===== config.mk =====
export PLATFORM = sky130hd
export DESIGN_NAME = ring_phase_monitor
export DESIGN_NICKNAME = d
export VERILOG_FILES = /design/src/rtl/ring_pkg.sv /design/src/rtl/onehot_enc.sv /design/src/rtl/ring_phase_monitor.sv
export SDC_FILE = /design/constraint.sdc
export NUM_CORES = 1
export LEC_CHECK = 0
export CAP_MARGIN = 30
export CELL_PAD_IN_SITES_DETAIL_PLACEMENT = 1
export CELL_PAD_IN_SITES_GLOBAL_PLACEMENT = 1
export CORE_MARGIN = 4
export CORE_UTILIZATION = 45
export DETAILED_ROUTE_END_ITERATION = 12
export PLACE_DENSITY_LB_ADDON = 0.1
export SLEW_MARGIN = 20
export SYNTH_ARGS = -nofsm -noshare
export SYNTH_HDL_FRONTEND = slang
export SYNTH_SLANG_ARGS = --single-unit

===== constraint.sdc =====
create_clock -name clk -period 2.9 [get_ports clk]
set_input_delay 0.58 -clock clk [delete_from_list [all_inputs] [get_ports clk]]
set_output_delay 0.58 -clock clk [all_outputs]
set_load 0.02 [all_outputs]

===== src/rtl/ring_pkg.sv =====
// rtl/ring_pkg.sv - shared types and helpers for the ring phase monitor
// Contents:
//   state_t    monitor FSM states (IDLE, TRACK, LOCKED, FAULT)
//   ERR_*      err_code values reported on a violation
//   rot_next   right-rotate the low w bits of a word by one position
package ring_pkg;

    typedef enum logic [1:0] {
        IDLE   = 2'd0,
        TRACK  = 2'd1,
        LOCKED = 2'd2,
        FAULT  = 2'd3
    } state_t;

    localparam logic [1:0] ERR_NONE   = 2'b00;
    localparam logic [1:0] ERR_ONEHOT = 2'b01;
    localparam logic [1:0] ERR_ORDER  = 2'b10;

    // Operates on a 32-bit container so one function serves any ring width
    // up to 32. Bits at and above w are returned as zero, so comparing the
    // result against a zero-extended ring word is exact.
    function automatic logic [31:0] rot_next(input logic [31:0] word, input int w);
        logic [31:0] r;
        r = '0;
        for (int i = 0; i < 31; i++) begin
            if (i < w - 1) begin
                r[i] = word[i + 1];
            end
        end
        r[w - 1] = word[0];
        return r;
    endfunction

endpackage


===== src/rtl/onehot_enc.sv =====
// rtl/onehot_enc.sv - combinational one-hot check and binary index encoder
// Ports:
//   word       in   WIDTH  word to examine
//   is_onehot  out  1      exactly one bit of word is set
//   index      out  PW     position of the set bit (highest set bit if not one-hot)
module onehot_enc #(
    parameter int WIDTH = 4,
    parameter int PW    = $clog2(WIDTH)
) (
    input  logic [WIDTH-1:0] word,
    output logic             is_onehot,
    output logic [PW-1:0]    index
);

    localparam int CW = $clog2(WIDTH + 1);

    logic [CW-1:0] ones;

    always_comb begin
        ones  = '0;
        index = '0;
        for (int i = 0; i < WIDTH; i++) begin
            if (word[i]) begin
                ones  = ones + CW'(1);
                index = PW'(i);
            end
        end
        is_onehot = (ones == CW'(1));
    end

endmodule


===== src/rtl/ring_phase_monitor.sv =====
// rtl/ring_phase_monitor.sv - checks a one-hot ring word for legal rotation, locks and counts revolutions
// Ports:
//   clk          in   1      clock, rising edge
//   reset        in   1      asynchronous active-low reset
//   r_in         in   WIDTH  ring word sampled every edge
//   clr          in   1      synchronous clear back to IDLE, zeroes rev_cnt and fault
//   phase        out  PW     index of the set bit of the last one-hot sample
//   phase_valid  out  1      phase reflects a checked one-hot sample
//   locked       out  1      monitor is in LOCKED
//   rev_cnt      out  REV_W  revolutions completed while locked (wraps)
//   fault        out  1      sticky sequencing fault
//   err_pulse    out  1      one-cycle pulse on a detected violation
//   err_code     out  2      cause of the last violation
module ring_phase_monitor
    import ring_pkg::*;
#(
    parameter int WIDTH    = 4,
    parameter int PW       = $clog2(WIDTH),
    parameter int REV_W    = 8,
    parameter int LOCK_CNT = 4
) (
    input  logic             clk,
    input  logic             reset,
    input  logic [WIDTH-1:0] r_in,
    input  logic             clr,
    output logic [PW-1:0]    phase,
    output logic             phase_valid,
    output logic             locked,
    output logic [REV_W-1:0] rev_cnt,
    output logic             fault,
    output logic             err_pulse,
    output logic [1:0]       err_code
);

    localparam int GW = $clog2(LOCK_CNT + 1);

    state_t           state_q, state_d;
    logic [WIDTH-1:0] prev_q, prev_d;
    logic [GW-1:0]    good_q, good_d, good_inc;
    logic [PW-1:0]    phase_d;
    logic             pv_d, locked_d, fault_d, ep_d;
    logic [REV_W-1:0] rev_d;
    logic [1:0]       ec_d;

    logic             is_oh;
    logic [PW-1:0]    idx;
    logic             adv, hold;

    onehot_enc #(.WIDTH(WIDTH), .PW(PW)) u_enc (
        .word      (r_in),
        .is_onehot (is_oh),
        .index     (idx)
    );

    assign hold     = (r_in == prev_q);
    assign adv      = (rot_next(32'(prev_q), WIDTH) == 32'(r_in));
    assign good_inc = good_q + GW'(1);

    always_comb begin
        state_d = state_q;
        prev_d  = prev_q;
        good_d  = good_q;
        phase_d = phase;
        pv_d    = phase_valid;
        rev_d   = rev_cnt;
        fault_d = fault;
        ep_d    = 1'b0;
        ec_d    = err_code;

        if (clr) begin
            state_d = IDLE;
            good_d  = '0;
            rev_d   = '0;
            fault_d = 1'b0;
            ec_d    = ERR_NONE;
            pv_d    = 1'b0;
        end else begin
            if (state_q != FAULT) begin
                pv_d = is_oh;
                if (is_oh) begin
                    phase_d = idx;
                end
            end

            case (state_q)
                IDLE: begin
                    if (is_oh) begin
                        state_d = TRACK;
                        prev_d  = r_in;
                        good_d  = '0;
                    end
                end
                TRACK: begin
                    if (is_oh && adv) begin
                        prev_d = r_in;
                        good_d = good_inc;
                        if (good_inc == GW'(LOCK_CNT)) begin
                            state_d = LOCKED;
                        end
                    end else if (!(is_oh && hold)) begin
                        // Loss of sequence before lock is not an error, just a restart.
                        state_d = IDLE;
                        good_d  = '0;
                    end
                end
                LOCKED: begin
                    if (!is_oh) begin
                        state_d = FAULT;
                        ec_d    = ERR_ONEHOT;
                        ep_d    = 1'b1;
                        fault_d = 1'b1;
                        pv_d    = 1'b0;
                    end else if (adv) begin
                        prev_d = r_in;
                        // Leaving phase 0 means wrapping to the top bit: one revolution done.
                        if (prev_q[0]) begin
                            rev_d = rev_cnt + REV_W'(1);
                        end
                    end else if (!hold) begin
                        state_d = FAULT;
                        ec_d    = ERR_ORDER;
                        ep_d    = 1'b1;
                        fault_d = 1'b1;
                        pv_d    = 1'b0;
                    end
                end
                FAULT: begin
                    pv_d = 1'b0;
                end
                default: begin
                    state_d = IDLE;
                end
            endcase
        end

        locked_d = (state_d == LOCKED);
    end

    always_ff @(posedge clk or negedge reset) begin
        if (!reset) begin
            state_q     <= IDLE;
            prev_q      <= '0;
            good_q      <= '0;
            phase       <= '0;
            phase_valid <= 1'b0;
            locked      <= 1'b0;
            rev_cnt     <= '0;
            fault       <= 1'b0;
            err_pulse   <= 1'b0;
            err_code    <= ERR_NONE;
        end else begin
            state_q     <= state_d;
            prev_q      <= prev_d;
            good_q      <= good_d;
            phase       <= phase_d;
            phase_valid <= pv_d;
            locked      <= locked_d;
            rev_cnt     <= rev_d;
            fault       <= fault_d;
            err_pulse   <= ep_d;
            err_code    <= ec_d;
        end
    end

endmodule


==> metrics.md <==
| Metric | Value |
|---|---|
| Hold path depth | `2` |
| # clock sinks | `25` |
| Finish-stage setup viols | `0` |
| Vias | `1344` |
| Seq/Total Area, Yosys | `0.401` |
| Reg-to-reg endpoint | `rev_cnt[5]$_DFFE_PN0P_` |
| Syn Inst Count | `158` |
| Width of the die | `66.9 um` |
| Gpl congestion | `0.762` |
| GRT Util Overall | `0.198` |
| Skew final | `0.0104 ns` |
| Net count, final | `211` |
| PortBufs | `22` |
| # H-tree levels | `1` |
| Synthesized area | `~1600 um^2` |
| Hold Path Origin | `fault$_DFFE_PN0P_` |
| Post-DP HPWL | `2990 um` |
| Core Region | `3340 um^2` |
| FMAX | `350 MHz` |
| Routed wire length | `4380 um` |
| Reg2reg setup slack | `0.64 ns` |
| Register bit total from synthesis | `25` |
| Status | `finished, final reports clean` |
| Maximum VDD drop | `about 340 uV` |
| Area grow syn2layout | `31.7%` |
| Critical Path RT | `3.15 ns` |
| Crit path max fanout | `3` |
| Num CTS Buffers | `3` |
| Synth unique cells | `43` |
| Tightest Pin Transition | `0.701 ns` |
| Share of cells above drive strength 1 | `0.239` |
| Design area | `2060 um^2` |
| Reg2reg start | `state_q[0]$_DFF_PN0_` |
| Startpoint Class | `input pin` |
| Vias in the first global route | `between 1000 and 1500` |
| Drt first pass iters | `4` |
| Ys async rst share | `1.00` |
| Row count | `21` |
| Critical path class | `in -> reg` |
| Routed Antenna Nets | `0` |
| I/O pin total | `23` |
| Final Hold Slack | `0.535 ns` |
| Crit path time final | `around 2.9 ns` |
| Global-route wire length before repair | `~6700 um` |
| Die ar. | `4480 um^2` |
| Gr busiest metal | `met2` |
| Worst skew pair latency | `roughly 0.34 ns` |
| Initial DRC Count | `53` |
| Max_cap viols | `0` |
| Starting Density | `0.468` |
| Post-cts hold buffer count | `0` |
| Placed Instance Area | `just under 2000 um^2` |
| Pwr per Cell Area | `457 nW/um^2` |
| Type of the most critical hold path | `reg -> reg` |
| Clock slew at reported path FFs | `0.16 ns` |
| Top_reg_cell synth | `dfrtp_1` |
| Avg WL per Cell | `18.0 um` |
| Met1 Use GR | `0.248` |
| Diode count | `0` |
| Die height | `roughly 67 um` |
| Via density per instance | `5.53` |
| Setup ws final | `0.0426 ns` |
| Synthesis Warnings | `0` |
| Initial antenna violation count | `0` |
| M2 GR Usage | `0.350` |
| CTS tree | `done` |
| Hold EP | `fault$_DFFE_PN0P_` |
| Max_slew headroom | `0.532` |
| Leakage | `0.839 nW` |
| Crit end category | `flop` |
| Pre-CTS setup slack | `-0.358 ns` |
| Root buffer cell | `clkbuf_4` |
| Pin count of the biggest net entering global routing | `26` |
| Gr ovfl total | `0` |
| Slew Viols, Final | `0` |
| DRC viols | `0` |
| Clock Tree Buf Depth | `2` |
| Mapped Nets | `171` |
| GR Layer Usage met3 | `0.0337` |
| Crit share post-route | `0.985` |
| Final Hold Fails | `0` |
| R2R cell count | `6` |
| Critical Path AT | `slightly above 3 ns` |
| Mean Syn Cell Area | `9.88 um^2` |
| Setup tns final | `0 ns` |
| EDFF count, synth | `0` |
timing repair:
action | CTS | global route
resized for setup | 0 | 13
pin swaps | 0 | 2
gates cloned | 0 | 0
buffers inserted | 0 | 0
setup endpoints to repair | 4 | 18
layer usage:
layer | wire length (um) | up-vias
li1 | - | 631
met1 | 1780 | 681
met2 | 2360 | 26
met3 | 167 | 6
met4 | 67 | 0
met5 | 0 | -
metrics by stage:
| step | power [mW] | instances | utilization |
|---|---|---|---|
| finish | 0.939 | 243 | 0.616 |
| global route | 0.987 | 243 | 0.616 |
| CTS | 0.911 | 243 | 0.595 |
| detailed placement | 0.742 | 239 | 0.586 |
| global placement | 0.724 | 239 | 0.586 |
| floorplan | 0.629 | 158 | - |
placed cells by master, fill, tap and decap left out, types with 3 or more instances in the layout:
master / instances
nand3_1: 9
nand2b_1: 3
nor2_1: 12
clkdlybuf4s50_1: 21
or4_1: 3
xnor2_1: 10
clkbuf_4: 3
nand2_1: 7
and3_1: 3
inv_1: 12
o21ai_0: 3
o31ai_1: 3
nor2b_1: 3
a21oi_1: 7
nand4_1: 3
buf_4: 22
ha_1: 5
dfrtp_1: 25
mux2_2: 7
mux2i_1: 4
power breakdown:
part | total [mW] | internal, mW | switching, mW
registers | 0.435 | 0.387 | 0.0479
clock network | 0.175 | 0.0529 | 0.122
logic | 0.330 | 0.159 | 0.170
total | 0.939 | 0.599 | 0.340
area by class of cell:
| cell class | count | area, um^2 |
|---|---|---|
| Clock buffer | 3 | 22.5 |
| Clock inverter | 1 | 7.51 |
| Fill cell | 382 | 1280 |
| Inverter | 12 | 45.0 |
| Multi-Input combinational cell | 111 | 898 |
| Sequential cell | 25 | 626 |
| Tap cell | 46 | 57.6 |
| Timing Repair Buffer | 45 | 399 |
worst max path at each step:
stage / start / to / slack (ns) / cells after the start
after floorplan: r_in[0] / prev_q[0]$_DFFE_PN0P_ / 0.21 / 10
after global placement: r_in[0] / prev_q[0]$_DFFE_PN0P_ / -0.25 / 10
after detailed placement: r_in[0] / prev_q[2]$_DFFE_PN0P_ / -0.36 / 10
after CTS: r_in[0] / prev_q[2]$_DFFE_PN0P_ / -0.02 / 10
after global routing: r_in[1] / good_q[2]$_DFFE_PN0P_ / -0.07 / 11
final: r_in[1] / rev_cnt[5]$_DFFE_PN0P_ / 0.04 / 12
flip-flops by register name (all words and copies together), names as in the netlist:
register,count
err_pulse,1
phase_valid,1
fault,1
prev_q,4
rev_cnt,8
state_q,2
good_q,3
err_code,2
phase,2
locked,1
worst max-delay path, stage by stage:
cell and delay, ns:
clkdlybuf4s50_1 0.48, inv_1 0.07, ha_4 0.27, xor2_1 0.18, ha_1 0.27, nor2b_2 0.14, o21ai_2 0.11, buf_4 0.17
a2111oi_4 0.29, buf_4 0.17, nand3_1 0.08, mux2_2 0.28
synthesized netlist by cell type, types with 3 or more instances:
cell	count	area share
nor2b_1	4	0.016
o31ai_1	3	0.014
or4_1	3	0.014
and3_1	3	0.012
nand2b_1	3	0.012
ha_1	6	0.048
nand3_1	9	0.029
o21ai_0	3	0.0096
dfrtp_1	25	0.40
nor2_1	12	0.029
inv_1	12	0.029
clkbuf_1	5	0.012
nand2_1	7	0.017
mux2_2	7	0.050
a21oi_1	7	0.022
mux2i_1	4	0.026
nand4_1	3	0.012
xnor2_1	10	0.056
cell families after synthesis:
| logic type | Yosys count | synth area share |
|---|---|---|
| AOI/OAI and AO/OA | 29 | 0.148 |
| xor gates and xnor gates | 12 | 0.0673 |
| adders and majority gates | 7 | 0.0545 |
| buffers and inverters | 22 | 0.0649 |
| DFF | 25 | 0.401 |
| muxes | 11 | 0.0761 |
| and+or+nand+nor | 52 | 0.188 |
(Power assumes the default switching activity.)
